### config.mk
export PLATFORM = sky130hd
export DESIGN_NAME = div_arbiter
export DESIGN_NICKNAME = d
export VERILOG_FILES = /design/src/rtl/div_arbiter.sv
export SDC_FILE = /design/constraint.sdc
export NUM_CORES = 1
export LEC_CHECK = 0
export ABC_AREA = 1
export CAP_MARGIN = 20
export CORE_MARGIN = 2
export CORE_UTILIZATION = 35
export CTS_CLUSTER_DIAMETER = 100
export DETAILED_ROUTE_END_ITERATION = 7
export GPL_TIMING_DRIVEN = 0
export SKIP_LAST_GASP = 1
export SLEW_MARGIN = 5
export SYNTH_ARGS = -nofsm -noshare
export SYNTH_HDL_FRONTEND = slang
export SYNTH_SLANG_ARGS = --single-unit
export TNS_END_PERCENT = 20
### constraint.sdc
create_clock -name clk -period 1.9 [get_ports clk]
set_input_delay 0.38 -clock clk [delete_from_list [all_inputs] [get_ports clk]]
set_output_delay 0.38 -clock clk [all_outputs]
set_load 0.01 [all_outputs]
### src/rtl/div_arbiter.sv
// Two-requester round-robin arbiter in front of a shared 8-bit restoring divider.
// Each done pulse is registered on the edge that leaves DONE, so it lands in the
// following IDLE cycle alongside the already-loaded results.
module div_arbiter (
  input  logic       clk,
  input  logic       reset,
  input  logic       req0,
  input  logic [7:0] a0,
  input  logic [7:0] b0,
  input  logic       req1,
  input  logic [7:0] a1,
  input  logic [7:0] b1,
  output logic       gnt0,
  output logic       gnt1,
  output logic       done0,
  output logic       done1,
  output logic       busy,
  output logic [7:0] quotient,
  output logic [7:0] remainder,
  output logic       div_zero
);

  typedef enum logic [1:0] {IDLE, DIV, DONE} state_t;

  state_t      state, state_nx;
  logic        last_gnt;
  logic        owner;
  logic [7:0]  a_reg;
  logic [7:0]  b_reg;
  logic [7:0]  r_reg;
  logic [7:0]  q_reg;
  logic [2:0]  cnt;

  logic        grant_any;
  logic        pick;
  logic [7:0]  a_sel;
  logic [7:0]  b_sel;
  logic [8:0]  r_shift;
  logic        q_bit;
  logic [7:0]  r_next;

  always_comb begin
    grant_any = req0 | req1;
    // pick = 1 selects requester 1; on contention the one not granted last wins
    pick      = (req0 && req1) ? ~last_gnt : req1;
    a_sel     = pick ? a1 : a0;
    b_sel     = pick ? b1 : b0;
    // the shifted partial remainder keeps its MSB so divisors above 128 compare correctly
    r_shift   = {r_reg, a_reg[7]};
    q_bit     = (r_shift >= {1'b0, b_reg});
    r_next    = q_bit ? 8'(r_shift - {1'b0, b_reg}) : r_shift[7:0];
  end

  always_ff @(posedge clk or posedge reset) begin
    if (reset) state <= IDLE;
    else       state <= state_nx;
  end

  always_comb begin
    state_nx = state;
    case (state)
      IDLE:    if (grant_any) state_nx = (b_sel == 8'd0) ? DONE : DIV;
      DIV:     if (cnt == 3'd7) state_nx = DONE;
      DONE:    state_nx = IDLE;
      default: state_nx = IDLE;
    endcase
  end

  always_ff @(posedge clk or posedge reset) begin
    if (reset) begin
      last_gnt  <= 1'b1;
      owner     <= 1'b0;
      a_reg     <= '0;
      b_reg     <= '0;
      r_reg     <= '0;
      q_reg     <= '0;
      cnt       <= '0;
      quotient  <= '0;
      remainder <= '0;
      div_zero  <= 1'b0;
      done0     <= 1'b0;
      done1     <= 1'b0;
    end else begin
      done0 <= 1'b0;
      done1 <= 1'b0;
      case (state)
        IDLE: begin
          if (grant_any) begin
            owner    <= pick;
            last_gnt <= pick;
            a_reg    <= a_sel;
            b_reg    <= b_sel;
            r_reg    <= '0;
            q_reg    <= '0;
            cnt      <= '0;
            if (b_sel == 8'd0) begin
              quotient  <= '0;
              remainder <= '0;
              div_zero  <= 1'b1;
            end
          end
        end
        DIV: begin
          r_reg <= r_next;
          q_reg <= {q_reg[6:0], q_bit};
          a_reg <= {a_reg[6:0], 1'b0};
          cnt   <= cnt + 3'd1;
          if (cnt == 3'd7) begin
            quotient  <= {q_reg[6:0], q_bit};
            remainder <= r_next;
            div_zero  <= 1'b0;
          end
        end
        DONE: begin
          done0 <= ~owner;
          done1 <= owner;
        end
        default: ;
      endcase
    end
  end

  always_comb begin
    busy = (state != IDLE);
    gnt0 = busy && !owner;
    gnt1 = busy && owner;
  end

endmodule
; ---- Yosys cells after proc, flatten, opt, wreduce, memory -nomap -nowiden
; Cells that the tools add are included.
[totals]
register_bits = 57
out_inout_bits = 22
[classes]
addsub = 2
n_lt_le_gt_ge = 1
eq_ne = 6
mux = 27
bitwise = 3
reduce_logical = 12
[ops]
columns = op, n
row1 = 8-bit two-way mux, 9
row2 = 8-bit one-hot mux with 2 select lines, 4
row3 = 7-bit one-hot mux with 2 select lines, 1
row4 = 9-bit by 8-bit greater-or-equal comparator with 1-bit output, 1
row5 = 8-bit zero test, 1
row6 = 8-bit subtractor, 1
row7 = 1-bit two-way mux, 6
row8 = 2-bit two-way mux, 3
row9 = 2-bit inequality test (second input constant), 3
row10 = 3-bit one-hot mux with 2 select lines, 1
row11 = 2-bit AND reduction, 3
row12 = 2-bit one-hot mux with 2 select lines, 1
row13 = 4-bit AND reduction, 1
row14 = 2-bit nonzero test, 2
row15 = 3-bit by 1-bit adder with 3-bit output (second input constant), 1
row16 = 3-bit equality test (second input constant), 1
row17 = 1-bit logical AND, 3
row18 = 3-bit two-way mux, 1
row19 = 2-bit by 1-bit equality test with 1-bit output (second input constant), 1
row20 = 2-bit equality test (second input constant), 1
row21 = 2-bit zero test, 1
row22 = 1-bit NOT, 2
row23 = 1-bit one-hot mux with 2 select lines, 1
row24 = 1-bit zero test, 1
row25 = 1-bit bitwise OR, 1

; ---- Depth between registers and ports, before layout
; Gate-level depths: netlist of run 1.
[depth]
word_depth = 7
mapped_depth = 14

; ---- Worst setup path after synthesis of run 1
; OpenSTA, ideal clock, no wires.
[synth_timing]
path_kind = register to register
startpoint = reg r_reg[3]
endpoint = reg r_reg[7]
t_arrival_ns = 1.593
required_ns = 1.767
setup_slack_ns = 0.175
stages_incl_launch_ff = 11
period_less_slack_ns = 1.725
path_cell_list = dfrtp_1 ha_1 a21oi_1 nand2_1 nand2_1 nand4_1 buf_2 nand2_1 nand2_1 nand2_1 o21ai_0
[synth_between]
elab_chain_len = 3
word_cells_on_any_way = 4
classes_between = 1 x add/sub / 1 x order compare / 2 x mux
[synth_lines]
columns = item, line_no
row1 = "start, declared", 30  ; logic [7:0] r_reg;
row2 = "start signal, assigned", 104  ; r_reg <= r_next;
row3 = 8-bit subtractor / 9-bit by 8-bit greater-or-equal comparator with 1-bit output (equally long branches), "51, 50"
row4 = 8-bit two-way mux (*), 51  ; r_next = q_bit ? 8'(r_shift - {1'b0, b_reg}) : r_shift[7:0];
row5 = 8-bit one-hot mux with 2 select lines (*), 86  ; case (state)
; Mark *: on every way between the ends. The rest lies on a longest branch, timed or not.
; A chain may end at the register's enable or synchronous reset.

; ---- Worst setup path after layout of run 1
[layout_timing]
startpoint = reg state[1]
endpoint = out busy
[layout_between]
elab_chain_len = 1
[layout_lines]
columns = item, line_no
row1 = "start, declared", 25  ; state_t state, state_nx;
row2 = "start signal, assigned", 56  ; else state <= state_nx;
row3 = 2-bit nonzero test, 124  ; busy = (state != IDLE);
row4 = "end, declared", 17  ; output logic busy,
; No other way between the ends.

==> results.md, run 1 <==
* Max Root-Sink Buffers at 2
* Status: completed
* WP data required at 1.52 ns
* Seq/Total Area, Yosys at 44.04%
* Worst min-delay path class: in -> async
* Post-Route WL at 7932 um
* Combinational share of power at 60.4%
* TritonCTS Buffers at 9
* Final setup vio count at 0
* Vias in the first global route at 2909
* Pre-antenna DRT Iters at 4
* Worst-path clk slew at ~0.07 ns
* Final Core Density at around half
* Switching share of power at between 40 and 50%
* Dominant cell type by area after synthesis: dfrtp_1
* DIE AREA at 0.01005 sq mm
* HPWL after DPL at 5865 um
* Reg power frac at approximately a quarter
* Post-DRT Antenna Nets at 0
* IO Port Bufs at 56
* Yosys top cell area share at around 43%
* TritonCTS clock tree: yes
* Nets at 552
* Minimum clock period at 1.866 ns
* Mapped Cells at 424
* Die Wd at between 100 and 150 um
* Setup Skew at a little over 0.008 ns
* Die Height at 100.2 um
* Initial antenna violation count at 0
* Achievable Freq at 535.8 MHz
* Register-to-Register Path Depth at 11
* First-pass GRT wire length at 13300 um
* Leakage power at approximately 2.2 nW
* Slew of the pin with the lowest slew margin at 0.5166 ns
* Final hold vios at 0
* Vias at 2925
* Iter 0 DRT Violations at 125
* Diode count at 0
* Via density at 4.710
* Pins Over Slew Limit at 0
* I/O Pins at between 50 and 60
* Worst endpoint data arrival time at 1.49 ns
* TritonCTS Sinks at 57
* CP Max Fanout at 5
* Global placer's final weighted congestion at slightly above 0.9
* Initial Util at 35.59%
* Top post-synthesis cells by area: dfrtp_1, nand2_1, inv_1
* Commonest non-fill, non-tap cell in the layout: nand2_1
* Post-Syn Nets at 471
* #FFs+latches synth at 57
* Distinct cells, synth at 34
* Area grow syn2layout at 37.36%
* Grt ovf at 0
* RSZ-0062 raised after global routing: true
* DRC at 0
* Gr usage total at 16.69%
* DR WL/cell at 12.77 um
* Clk_lat worst skew at 0.34 ns
* Crit path launch type: flip-flop
* Post-Synthesis Cell Area at about 0.0032 sq mm
* Num rows at 35
* CP endpoint kind: output pin
* Max rail drop VDD at ~0.68 mV
* Design area at 0.004453 sq mm
* Fin crit share at 98.23%
* Yosys Warn Count at 0
* Share of cells above drive strength 1 at approximately 21%
* Cts hold-fix bufs at 0
* Pint at 0.004611 W
* Most frequent cells in the layout: nand2_1, clkdlybuf4s50_1, dfrtp_1
* Sw power at approximately 0.0037 W
* Relative slew margins at 65.56%
* Clock power share at 15.0%
* Largest net degree at the start of global routing at 40
* Mean Syn Cell Area at 7.646 sq um
* H-tree depth at 3
* Clk root buf: clkbuf_8
* Power Dens Cells at about 1900 mW/mm^2
* Total of max-cap violations at 0
* Area of the core at around 0.0091 sq mm
* Critical path type: reg -> out
* Placed instance area at 0.003961 sq mm
[timing repair]
| item | 4_1_cts | 5_1_grt |
|---|---|---|
| gates cloned | 0 | 1 |
| pin swaps | 0 | 17 |
| buffers inserted | 0 | 12 |
| endpoints found under the hold margin | 0 | 0 |
| gates resized for setup | 7 | 42 |
| setup endpoints to repair | 18 | 28 |
[per-stage QoR]
step / total power [W] / std cells / worst slack, ns / setup TNS (ns) / hold slack (ns)
after floorplan: 0.004952 / 424 / 0.1220 / 0 / 0.4331
after global placement: 0.006176 / 591 / -0.9718 / -60.03 / 0.4545
after detailed placement: 0.006215 / 592 / -0.3006 / -5.794 / 0.4591
after CTS: 0.007589 / 608 / -0.008598 / -0.01316 / 0.3609
after global routing: 0.009021 / 621 / -0.05655 / -0.4395 / 0.3959
final: 0.008286 / 621 / 0.03369 / 0 / 0.3564
[synth_stat cells, drive strengths merged]
master / instances
ha: 10
dfstp: 1
inv: 59
nand2: 162
clkinv: 1
o221ai: 1
o22ai: 6
a21oi: 5
nand3: 22
buf: 7
nor3: 2
a22o: 2
nand3b: 8
xor2: 2
fa: 1
dfrtp: 56
or2: 2
nand4: 4
o21ai: 37
xnor2: 1
nor2: 30
clkbuf: 5
[cells by family (layout without fill, tap and decap cells)]
kind of cell | after synthesis | count (layout) | share of synthesized area, %
AOI/OAI and AO/OA | 51 | 51 | 9.958
and+or+nand+nor | 230 | 230 | 31.22
adders and majority gates | 11 | 11 | 4.477
xor gates and xnor gates | 3 | 3 | 0.8106
buffers and inverters | 72 | 158 | 9.494
DFF | 57 | 57 | 44.04
[worst max-delay path: stages (launching register included)]
cell	delay, ns
dfrtp_1	0.41
nor2_2	0.21
inv_1	0.06
clkdlybuf4s50_1	0.47
[power by group through the flow]
stage	Clock [W]	Combinational, W	Sequential, W
floorplan	0	0.00295	0.00201
global placement	0	0.00417	0.00201
global route	0.00133	0.00560	0.00210
detailed placement	0	0.00420	0.00202
finish	0.00124	0.00501	0.00204
CTS	0.00127	0.00431	0.00201
[layer usage]
metal | track usage [%] | vias to the layer above | routed length, um
met4 | 7.060 | 0 | 115
met5 | 0 | - | 0
met3 | 2.577 | 11 | 199
li1 | - | 1482 | -
met1 | 21.16 | 1391 | 3608
met2 | 28.34 | 41 | 4009
[path summary, 6_finish.rpt]
path                       startpoint           end  slack [ns]
setup / recovery             state[1]          busy        0.03
hold / removal                  reset   quotient[3]        0.36
setup reg to reg             r_reg[3]  remainder[4]        0.07
hold reg to reg                 owner         done0        0.47
max in group asynchronous       reset      last_gnt        0.92
min in group clk                owner         done0        0.47
[area by class of cell]
class	count	area, sq um
Buffer	12	90.09
Multi-Input combinational cell	295	1672
Sequential cell	57	1430
Tap cell	111	138.9
Clock inverter	7	95.09
Fill cell	920	4656
Timing Repair Buffer	70	678.2
Inverter	60	225.2
Clock buffer	9	123.9
Note: power is estimated with default switching activity, not from simulation.
==> inputs of run 2 (changes only) <==
- RECOVER_POWER: unset -> 25
==> run 2 against run 1 <==
  * Cell area did not move
  * Non-clock buffer count did not move
  * Clock skew about the same
  * Clock power hardly changed
  * Largest cell class unchanged
  * Register-to-register slack about the same
  * First-iteration DRC count did not move
  * Largest power group unchanged
  * Flip-flop and latch count unchanged
  * Critical endpoint unchanged
  * Power is essentially flat
==> results.md, run 2 (same netlist as run 1, synthesis figures left out) <==
* Diode count at 0
* Pins Over Slew Limit at 0
* Via density at 4.721
* Sw power at 0.003675 W
* TritonCTS clock tree: yes
* TritonCTS Sinks at 57
* Fin cells at 621
* Largest net degree at the start of global routing at 40
* Commonest non-fill, non-tap cell in the layout: nand2_1
* Setup Skew at 0.008254 ns
* H-tree depth at 3
* Minimum clock period at approximately 1.9 ns
* TritonCTS Buffers at 9
* Initial antenna violation count at 0
* Pint at 0.004611 W
* Fillers at 920
* Vias at 2932
* CP endpoint kind: output pin
* Power Total at 0.008286 W
* Most frequent cells in the layout: nand2_1, clkdlybuf4s50_1, dfrtp_1
* Nets at approximately 550
* Place WS at -0.3006 ns
* IO Port Bufs at 56
* CP Max Fanout at 5
* Area grow syn2layout at 37.36%
* Relative slew margins at 47.17%
* Gr usage total at 16.69%
* Clk root buf: clkbuf_8
* Area of the core at 0.009109 sq mm
* Num rows at 35
* RSZ-0062 raised after global routing: true
* Cts hold-fix bufs at 0
* Worst path bufs/invs at 2
* Final worst slack at 0.03358 ns
* Slew of the pin with the lowest slew margin at roughly 0.8 ns
* Die Wd at 100.2 um
* Fin crit share at a little over nine tenths
* Crit path launch type: flip-flop
* Slowest stage delay, CP at around 0.47 ns
* Post-DRT Antenna Nets at 0
* Max Root-Sink Buffers at 2
* I/O Pins at 58
* Share of cells above drive strength 1 at between 20% and 30%
* Switching share of power at 44.36%
* Grt ovf at 0
* Leakage power at 2.212 nW
* Setup TNS at 0 ns
* Achievable Freq at 535.8 MHz
* DP Cell Count at 592
* Pre-antenna DRT Iters at 4
* Final setup vio count at 0
* Clock power share at 15.0%
* Status: completed
* DR WL/cell at 12.77 um
* Worst-path clk slew at about 0.070 ns
* Crit path max-delay family: buffers and inverters
* Die Height at 100.2 um
* Max rail drop VDD at 0.6832 mV
* Critical-path top delay cell: clkdlybuf4s50_1
* Combinational share of power at 60.4%
* Vias in the first global route at 2909
* HPWL after DPL at 5865 um
* DRC at 0
* Reg power frac at around 25%
* First-pass GRT wire length at ~13000 um
* Initial Util at between 30% and 40%
* Area of the multi-input gates at 0.001672 sq mm
* Final hold vios at 0
* Power Dens Cells at roughly 1900 mW/mm^2
* DIE AREA at 0.01005 sq mm
* Iter 0 DRT Violations at 125
* Worst min-delay path class: reg -> reg
* Critical path type: reg -> out
* Storage element area at 0.001430 sq mm
* Global placer's final weighted congestion at 0.9202
* Worst endpoint data arrival time at 1.49 ns
* WP data required at 1.52 ns
* Sequence of cells on the critical path: nor2_2, inv_1, clkdlybuf4s50_1
* Clk_lat worst skew at 0.34 ns
* Total of max-cap violations at 0
* Post-Route WL at about 7900 um
==> run 2: path summary, 6_finish.rpt <==
check,from,end,slack [ns],cells past startpoint
max in group asynchronous,reset,last_gnt,0.53,3
worst max-delay path,state[1],busy,0.03,3
worst max register to register,r_reg[3],remainder[4],0.07,11
min in group asynchronous,reset,quotient[3],0.62,2
worst min-delay path,owner,done0,0.47,1
worst min register to register,owner,done0,0.47,1
==> run 2: layer usage <==
layer | wire length [um] | GRT usage, % | up-vias
li1 | - | - | 1483
met1 | 3606 | 21.16 | 1390
met2 | 4000 | 28.34 | 48
met3 | 211 | 2.577 | 11
met4 | 115 | 7.060 | 0
met5 | 0 | 0 | -
==> run 2: layout make-up <==
class | count | share of cell area [%]
inverter | 60 | 5.058
clock buffer | 9 | 2.782
tap | 111 | 3.119
clock inverter | 7 | 2.135
sequential | 57 | 32.12
timing repair buffer | 70 | 15.23
buffer | 12 | 2.023
multi-input combinational | 295 | 37.54
==> run 2: worst reg2reg max path, delay by kind of cell, from the launching register on <==
kind                     cells  cell delay [ns]
flip-flops                   1             0.44
buffers and inverters        1             0.19
AND/OR/NAND/NOR              8             0.67
adder cells (fa/ha/maj)      1             0.28
AO/OA/AOI/OAI                1             0.19
==> run 2: power by group through the flow <==
| stage | Sequential [W] | Combinational, W | Clock [W] |
|---|---|---|---|
| after floorplan | 0.00201 | 0.00295 | 0 |
| after global placement | 0.00201 | 0.00417 | 0 |
| after detailed placement | 0.00202 | 0.00420 | 0 |
| after CTS | 0.00201 | 0.00431 | 0.00127 |
| after global routing | 0.00210 | 0.00560 | 0.00133 |
| final | 0.00204 | 0.00501 | 0.00124 |
==> run 2: repair_timing <==
item                       CTS  global route
setup endpoints to repair   18            28
pin swaps                    0            17
gates cloned                 0             1
setup buffers                0            12
resized for setup            7            42
==> run 2: stage by stage <==
stage,hold WS [ns],instance area (sq um),utilization [%]
after floorplan,0.4331,3242,-
after global placement,0.4545,3941,43.27
after detailed placement,0.4591,3961,43.49
after CTS,0.3609,4209,46.21
after global routing,0.4853,4453,48.89
final,0.4686,4453,48.89
